## src/rtl/fifo_stream_reader.sv

```systemverilog
// fifo_stream_reader: drains a fixed-length packet from a FIFO read port
// into a valid/ready stream with last framing, via a 2-entry skid buffer.
module fifo_stream_reader #(
    parameter int DATA_WIDTH = 32,
    parameter int LEN_WIDTH  = 16
) (
    input  logic                  clk_i,
    input  logic                  rst_i,
    input  logic                  flush_i,
    input  logic                  start_i,
    input  logic [LEN_WIDTH-1:0]  pkt_len_i,
    output logic                  busy_o,
    output logic                  done_o,
    input  logic                  fifo_empty_i,
    input  logic [DATA_WIDTH-1:0] fifo_dat_i,
    output logic                  fifo_pop_o,
    output logic                  valid_o,
    input  logic                  ready_i,
    output logic [DATA_WIDTH-1:0] dat_o,
    output logic                  last_o
);

    typedef enum logic {IDLE, RUN} state_t;

    state_t                state_q;
    logic [LEN_WIDTH-1:0]  len_q;
    logic [LEN_WIDTH-1:0]  fetched_q;
    logic                  done_q;

    logic [1:0]            cnt_q, cnt_d;
    logic [DATA_WIDTH-1:0] buf0_q, buf0_d;
    logic [DATA_WIDTH-1:0] buf1_q, buf1_d;
    logic                  last0_q, last0_d;
    logic                  last1_q, last1_d;

    logic pop;
    logic hs;
    logic push_last;

    // Pop only needs free buffer space; the sink's ready never gates it.
    assign pop = (state_q == RUN) & ~fifo_empty_i & (fetched_q < len_q)
               & ~cnt_q[1] & ~flush_i & ~rst_i;
    assign hs        = (cnt_q != 2'd0) & ready_i;
    assign push_last = (fetched_q == len_q - LEN_WIDTH'(1));

    assign busy_o     = (state_q == RUN);
    assign done_o     = done_q;
    assign fifo_pop_o = pop;
    assign valid_o    = (cnt_q != 2'd0);
    assign dat_o      = buf0_q;
    assign last_o     = last0_q;

    // Buffer next state: entry 0 is always the oldest word.
    always_comb begin
        cnt_d   = cnt_q;
        buf0_d  = buf0_q;
        buf1_d  = buf1_q;
        last0_d = last0_q;
        last1_d = last1_q;
        case (cnt_q)
            2'd0: begin
                if (pop) begin
                    buf0_d  = fifo_dat_i;
                    last0_d = push_last;
                    cnt_d   = 2'd1;
                end
            end
            2'd1: begin
                if (pop && hs) begin
                    buf0_d  = fifo_dat_i;
                    last0_d = push_last;
                end else if (pop) begin
                    buf1_d  = fifo_dat_i;
                    last1_d = push_last;
                    cnt_d   = 2'd2;
                end else if (hs) begin
                    last0_d = 1'b0;
                    cnt_d   = 2'd0;
                end
            end
            default: begin
                if (hs) begin
                    buf0_d  = buf1_q;
                    last0_d = last1_q;
                    cnt_d   = 2'd1;
                end
            end
        endcase
        if (flush_i) begin
            cnt_d   = 2'd0;
            buf0_d  = '0;
            last0_d = 1'b0;
        end
    end

    // Buffer registers.
    always_ff @(posedge clk_i) begin
        if (rst_i) begin
            cnt_q   <= 2'd0;
            buf0_q  <= '0;
            buf1_q  <= '0;
            last0_q <= 1'b0;
            last1_q <= 1'b0;
        end else begin
            cnt_q   <= cnt_d;
            buf0_q  <= buf0_d;
            buf1_q  <= buf1_d;
            last0_q <= last0_d;
            last1_q <= last1_d;
        end
    end

    // Packet FSM: length latch, fetch counter and done pulse.
    always_ff @(posedge clk_i) begin
        if (rst_i) begin
            state_q   <= IDLE;
            len_q     <= '0;
            fetched_q <= '0;
            done_q    <= 1'b0;
        end else begin
            done_q <= 1'b0;
            if (flush_i) begin
                state_q <= IDLE;
            end else begin
                case (state_q)
                    IDLE: begin
                        if (start_i && pkt_len_i != '0) begin
                            state_q   <= RUN;
                            len_q     <= pkt_len_i;
                            fetched_q <= '0;
                        end
                    end
                    default: begin
                        if (pop) fetched_q <= fetched_q + LEN_WIDTH'(1);
                        if (hs && last0_q) begin
                            state_q <= IDLE;
                            done_q  <= 1'b1;
                        end
                    end
                endcase
            end
        end
    end

endmodule

```

## config.mk

```make
export PLATFORM = sky130hd
export DESIGN_NAME = fifo_stream_reader
export DESIGN_NICKNAME = d
export VERILOG_FILES = /design/src/rtl/fifo_stream_reader.sv
export SDC_FILE = /design/constraint.sdc
export NUM_CORES = 1
export LEC_CHECK = 0
export CORE_ASPECT_RATIO = 0.5
export CORE_UTILIZATION = 45
export CTS_CLUSTER_DIAMETER = 200
export DETAILED_ROUTE_END_ITERATION = 7
export PLACE_DENSITY_LB_ADDON = 0.05
export SKIP_LAST_GASP = 1
export SLEW_MARGIN = 5
export SYNTH_ARGS = -nofsm -noshare
export SYNTH_HDL_FRONTEND = slang
export SYNTH_SLANG_ARGS = --single-unit
```

## constraint.sdc

```tcl
create_clock -name clk_i -period 2.9 [get_ports clk_i]
set_input_delay 0.58 -clock clk_i [delete_from_list [all_inputs] [get_ports clk_i]]
set_output_delay 0.58 -clock clk_i [all_outputs]
set_load 0.03 [all_outputs]
```

==> flow_metrics.env, run 1 <==
export IMPL_status="finished clean"
export IMPL_die_w_um=152.3
export IMPL_slew_headroom_pct=55.61
export IMPL_synth_fa_ha_area_share_pct=4.433
export IMPL_setup_violations=0
export IMPL_finalSetupTns_ps=0
export IMPL_powerDensity_mw_per_mm2=460.5
export IMPL_finalCritPeriodShare_pct=95.85
export IMPL_hp_start="buf1_q[18]"
export IMPL_tritoncts="done"
export IMPL_yosysUniqueCellTypes=51
export IMPL_path_cells="inv_1 -> ha_1 -> nand2_1 -> o21ai_0 -> nand2_1 -> nand4_1 -> buf_4 -> inv_2 -> buf_4"
export IMPL_dp_worst_setup_slack_ps=85.88
export IMPL_grt_overflow=0
export IMPL_htree_levels=3
export IMPL_place_hpwl_um=8715
export IMPL_synthToLayoutAreaGrowth_pct=27.46
export IMPL_grt_pass1_vias=4196
export IMPL_post_route_min_period_ps=2780
export IMPL_num_antenna_cells=0
export IMPL_die_h_um=77.13
export IMPL_hold_depth=2
export IMPL_hold_viol=0
export IMPL_path_clk_slew_ps=70
export IMPL_num_rows=26
export IMPL_die_area_mm2=0.01174
export IMPL_path_delay_family="buffers and inverters"
export IMPL_finalNetCount=755
export IMPL_syn_area_mm2=0.005080
export IMPL_synthXorXnorAreaFrac_pct=6.034
export IMPL_rsz0062_at_grt="no"
export IMPL_stdcell_area_mm2=0.006475
export IMPL_finalWorstSetupSlack_ps=120.3
export IMPL_crit_arrival_ps=2200
export IMPL_r2r_start="len_q[0]"
export IMPL_core_area_mm2=0.01057
export IMPL_cp_num_buf_inv=4
export IMPL_post_drt_wl_per_cell_um=14.96
export IMPL_track_usage_pct=22.02
export IMPL_path_class="reg2out"
export IMPL_drtIter0Drc=210
export IMPL_cp_slowest_cell="dfxtp_1"
export IMPL_globalplace_congestion=0.8613
export IMPL_fmax_mhz=359.8
export IMPL_initial_core_util_pct=48.05
export IMPL_nFillCells=957
export IMPL_cp_required_ps=2320
export IMPL_insertion_delay_ps=350
export IMPL_r2r_end="last_o"
export IMPL_pin_count=91
export IMPL_ant_nets=0
export IMPL_synth_enable_flop_cells=0
export IMPL_r2r_cells=9
export IMPL_netlist_instances=605
export IMPL_grt_max_degree=53
export IMPL_min_path_type="reg2reg"
export IMPL_drc=0
export IMPL_ys_flop_type="dfxtp_1"
export IMPL_reg2reg_slack_ps=220
export IMPL_synth_top_family_by_area="simple AND/OR/NAND/NOR gates"
export IMPL_tightest_slew_ps=659.7
export IMPL_synth_simple_area_share_pct=19.48
export IMPL_synthMuxAreaShare_pct=9.852
export IMPL_layout_drive_gt1_share_pct=8.285
export IMPL_placed_cells=812
export IMPL_avgSynthCellArea_um2=8.396
export IMPL_vias=4442
export IMPL_clock_path_buffers=2
export IMPL_critPathMaxStageDelay_ps=440
export IMPL_async_flop_share_pct=0
export IMPL_final_max_slew_violation_count=0
export IMPL_yosys_warnings=0
export IMPL_ys_ff_latch=102
export IMPL_endpoint_kind="output port"
export IMPL_cts_buffers=9
export IMPL_vdd_drop_max_uv=336.7
export IMPL_yosysSeqAreaShare_pct=40.20
export IMPL_synth_compound_area_share_pct=14.31
export IMPL_drt_total_wl_um=12390
export IMPL_drt_pass1_iter_count=4
export IMPL_io_buffers=90
export IMPL_final_cells=828
export IMPL_grt_pass1_wl_um=20580
export IMPL_synth_nets=677
export IMPL_crit_fanout=8
export IMPL_root_buffer="clkbuf_16"
export IMPL_antenna_found_initial=0
export IMPL_power_mw=2.982
export IMPL_cts_sinks=102
export IMPL_via_per_inst=5.365
export IMPL_critPathLaunchType="register"
export IMPL_postPlaceCellArea_mm2=0.006172
export IMPL_leakage_nw=2.214
export IMPL_hold_path_end="buf1_q[18]"
export IMPL_worst_clock_skew_ps=10.02
export IMPL_cap_violations=0
-- cells in the final DEF, fill, tap and decap left out, drive strengths merged, types with 2 or more instances in the layout --
cell / n
a2111oi: 2
a211oi: 35
a21o: 2
a21oi: 47
a41oi: 2
buf: 23
clkbuf: 10
clkdlybuf4s50: 88
clkinv: 3
dfxtp: 102
ha: 18
inv: 30
mux2i: 50
nand2: 79
nand3: 12
nand4: 9
nor2: 74
nor2b: 2
nor3: 12
nor4: 12
o21ai: 11
o31ai: 3
or2: 2
or3: 4
or4: 3
xnor2: 23
xor2: 12
-- metal layers --
metal	GRT usage, %	part of all wire (%)	vias up
met4	5.306	0.92	0
met1	28.22	47	2078
met5	0	0	-
met2	36.87	46	95
li1	-	-	2259
met3	5.879	6.1	10
-- metrics by stage --
stage / util [%] / hold WS, ps
final: 61.24 / 454.6
after global routing: 61.24 / 470.8
after CTS: 61.14 / 456.2
after detailed placement: 58.38 / 446.3
after global placement: 58.38 / 441.2
after floorplan: - / 436.0
-- layout make-up --
class	instances	area, µm²	share of cell area, %
clock buffers	10	229.0	3.536
clock inverters	6	62.56	0.9662
inverters	27	101.3	1.565
multi-input cells	432	2764	42.69
flip-flops and latches	102	2054	31.73
well taps	140	175.2	2.705
repair buffers	111	1089	16.81
-- state kept, by name (all words and copies together), names as in the netlist --
signal	flops
buf1_q	32
cnt_q	2
fetched_q	16
last1_q	1
last_o	1
busy_o	1
dat_o	32
len_q	16
done_o	1
-- cell usage after synthesis (all sizes together) (3+ instances only) --
library cell | instances | share of area (%)
inv | 27 | 2.0
a211oi | 35 | 5.3
a21oi | 47 | 4.6
or3 | 4 | 0.52
or4 | 3 | 0.52
clkbuf | 28 | 2.1
o21ai | 11 | 1.1
nand3 | 12 | 1.2
nand4 | 9 | 1.1
nor2 | 74 | 5.5
nand2 | 79 | 5.8
xor2 | 12 | 2.1
o31ai | 3 | 0.44
nor4 | 12 | 1.8
mux2i | 50 | 9.9
buf | 16 | 1.6
xnor2 | 23 | 4.0
ha | 18 | 4.4
dfxtp | 102 | 40
nor3 | 12 | 1.2
-- power by group --
group	total, mW	leakage, nW	switching, mW	internal (mW)
Combinational	0.362	1.24	0.184	0.179
Clock	1.18	0.142	0.578	0.606
Sequential	1.44	0.828	0.0198	1.42
Total	2.98	2.21	0.782	2.20
-- cells by family (layout without fill, tap and decap cells) --
group,Yosys count,count (layout)
AOI/OAI and AO/OA,112,112
xor gates and xnor gates,35,35
adders and majority gates,18,18
buffers and inverters,71,154
DFF,102,102
muxes,50,50
and+or+nand+nor,217,217
-- worst reg2reg max path: cells and delay by family (launching register included) --
| family | cells | cell delay (ps) |
|---|---|---|
| and+or+nand+nor | 3 | 1130 |
| DFF | 1 | 370 |
| buffers and inverters | 1 | 80 |
| AOI/OAI and AO/OA | 4 | 780 |
| adders and majority gates | 1 | 250 |
-- worst max-delay path by stage --
stage	startpoint	endpoint	slack, ps	depth (start not counted)
after floorplan	len_q[13]	last1_q	510	12
after global placement	fifo_empty_i	dat_o[27]	140	9
after detailed placement	fifo_empty_i	dat_o[22]	90	9
after CTS	len_q[14]	fifo_pop_o	50	8
after global routing	len_q[15]	fifo_pop_o	9	8
final	len_q[6]	fifo_pop_o	120	9
-- repair_timing --
| action | in CTS | in global routing |
|---|---|---|
| gates resized for setup | 0 | 9 |
| hold buffers | 0 | 0 |
| buffers inserted | 0 | 0 |
| setup endpoints to repair | 0 | 1 |
| hold endpoints to repair | 0 | 0 |
Note: power is estimated with default switching activity, not from simulation.
==> run 2: changes to the inputs <==
--- a/config.mk
+++ b/config.mk
@@ -6,7 +6,7 @@
 export NUM_CORES = 1
 export LEC_CHECK = 0
 export CORE_ASPECT_RATIO = 0.5
-export CORE_UTILIZATION = 45
+export CORE_UTILIZATION = 51
 export CTS_CLUSTER_DIAMETER = 200
 export DETAILED_ROUTE_END_ITERATION = 7
 export PLACE_DENSITY_LB_ADDON = 0.05
==> run 2 against run 1 <==
- sequential power is essentially flat
- first-iteration DRC count rose by 3.8%
- fmax barely moved
- power fell by 1.0%
- critical endpoint unchanged
==> flow_metrics.env, run 2 (synthesis results as in run 1) <==
export IMPL_path_clk_slew_ps=70
export IMPL_die_h_um=72.57
export IMPL_stdcell_area_mm2=0.006454
export IMPL_htree_levels=3
export IMPL_worst_clock_skew_ps=10.82
export IMPL_final_cells=823
export IMPL_min_path_type="reg2reg"
export IMPL_globalplace_congestion=0.8650
export IMPL_placed_cells=806
export IMPL_die_area_mm2=0.01039
export IMPL_reg2reg_slack_ps=200
export IMPL_antenna_found_initial=0
export IMPL_setup_violations=0
export IMPL_post_drt_wl_per_cell_um=14.78
export IMPL_ant_nets=0
export IMPL_finalNetCount=755
export IMPL_r2r_cells=11
export IMPL_finalCritPeriodShare_pct=95.78
export IMPL_powerDensity_mw_per_mm2=457.2
export IMPL_num_antenna_cells=0
export IMPL_layout_drive_gt1_share_pct=7.267
export IMPL_slew_headroom_pct=50.22
export IMPL_die_w_um=143.1
export IMPL_hold_slack_ps=453.1
export IMPL_grt_pass1_vias=3977
export IMPL_drt_total_wl_um=12170
export IMPL_drtIter0Drc=218
export IMPL_status="finished clean"
export IMPL_tritoncts="done"
export IMPL_postPlaceCellArea_mm2=0.006158
export IMPL_cts_hold_buf=0
export IMPL_critPathMaxStageDelay_ps=380
export IMPL_crit_fanout=5
export IMPL_hold_viol=0
export IMPL_cts_sinks=102
export IMPL_track_usage_pct=24.65
export IMPL_path_class="reg2out"
export IMPL_r2r_end="dat_o[6]"
export IMPL_final_max_slew_violation_count=0
export IMPL_critPathLaunchType="register"
export IMPL_cts_buffers=9
export IMPL_root_buffer="clkbuf_16"
export IMPL_drc=0
export IMPL_vias=4416
export IMPL_cap_violations=0
export IMPL_path_cells="inv_1 -> ha_1 -> a21o_1 -> a21o_1 -> a211oi_2 -> nand4_1 -> inv_2 -> buf_4"
export IMPL_place_hpwl_um=8471
export IMPL_cp_slowest_cell="dfxtp_2"
export IMPL_core_area_mm2=0.009572
export IMPL_initial_core_util_pct=53.07
export IMPL_vdd_drop_max_uv=308.8
export IMPL_leakage_nw=2.193
export IMPL_crit_path_frequent_cell="a21o_1"
export IMPL_insertion_delay_ps=340
export IMPL_grt_max_degree=65
export IMPL_num_rows=25
export IMPL_layout_common_cells="dfxtp_1, clkdlybuf4s50_1, nand2_1"
export IMPL_finalSetupTns_ps=0
export IMPL_rsz0062_at_grt="no"
export IMPL_r2r_start="len_q[13]"
export IMPL_cp_required_ps=2320
export IMPL_synthToLayoutAreaGrowth_pct=27.04
export IMPL_pin_count=91
export IMPL_crit_arrival_ps=2200
export IMPL_setup_worst_path_start="len_q[13]"
export IMPL_post_route_min_period_ps=2778
export IMPL_tightest_slew_ps=745.6
export IMPL_grt_pass1_wl_um=19830
export IMPL_clock_path_buffers=2
export IMPL_endpoint_kind="output port"
export IMPL_via_per_inst=5.366
export IMPL_drt_pass1_iter_count=5
export IMPL_fmax_mhz=360.0
export IMPL_crit_end="fifo_pop_o"
export IMPL_grt_overflow=0
export IMPL_hp_start="buf1_q[0]"
export IMPL_io_buffers=90
export IMPL_final_common_cell="dfxtp_1"
-- run 2: cell type report --
| class | count | area (µm²) |
|---|---|---|
| clock buffers | 10 | 229.0 |
| clock inverters | 6 | 52.55 |
| fillers | 823 | 3118 |
| inverters | 27 | 101.3 |
| multi-input cells | 432 | 2769 |
| flip-flops and latches | 102 | 2044 |
| well taps | 135 | 168.9 |
| repair buffers | 111 | 1089 |
-- run 2: worst max-delay path, delay by kind of cell (launching register included) --
family,cells,cell delay (ps)
compound gates,3,580
flops,1,380
fa+ha+maj,1,300
buf+inv,3,370
simple gates,1,210
-- run 2: how the worst min path moves through the flow --
stage,endpoint,depth (start not counted)
CTS,buf1_q[24],2
finish,buf1_q[0],2
global placement,buf1_q[24],2
floorplan,buf1_q[0],2
detailed placement,buf1_q[24],2
global route,buf1_q[20],2
-- run 2: layer usage --
layer  vias to the layer above  wire, µm  track usage [%]
li1                       2266         -                -
met1                      2039      5731            32.94
met2                       100      5696            40.49
met3                        11       630            5.971
met4                         0       107            5.735
met5                         -         0                0
-- run 2: timing repair --
| item | 4_1_cts | 5_1_grt |
|---|---|---|
| endpoints found under the setup margin | 1 | 29 |
| buffers inserted | 1 | 0 |
| pin swaps | 1 | 1 |
| resized for setup | 0 | 2 |
-- run 2: report_power, final --
| group | switching, mW | leakage, nW | internal (mW) |
|---|---|---|---|
| clock | 0.552 | 0.132 | 0.597 |
| combinational | 0.187 | 1.24 | 0.181 |
| sequential | 0.0199 | 0.824 | 1.41 |
| total | 0.759 | 2.19 | 2.19 |
-- run 2: metrics by stage --
stage,utilization (%),setup WS [ps],total power [mW]
finish,67.42,122.5,2.951
global placement,64.34,82.44,1.827
CTS,67.36,22.97,2.971
detailed placement,64.34,11.89,1.831
global route,67.42,33.93,3.076
floorplan,-,509.3,1.676
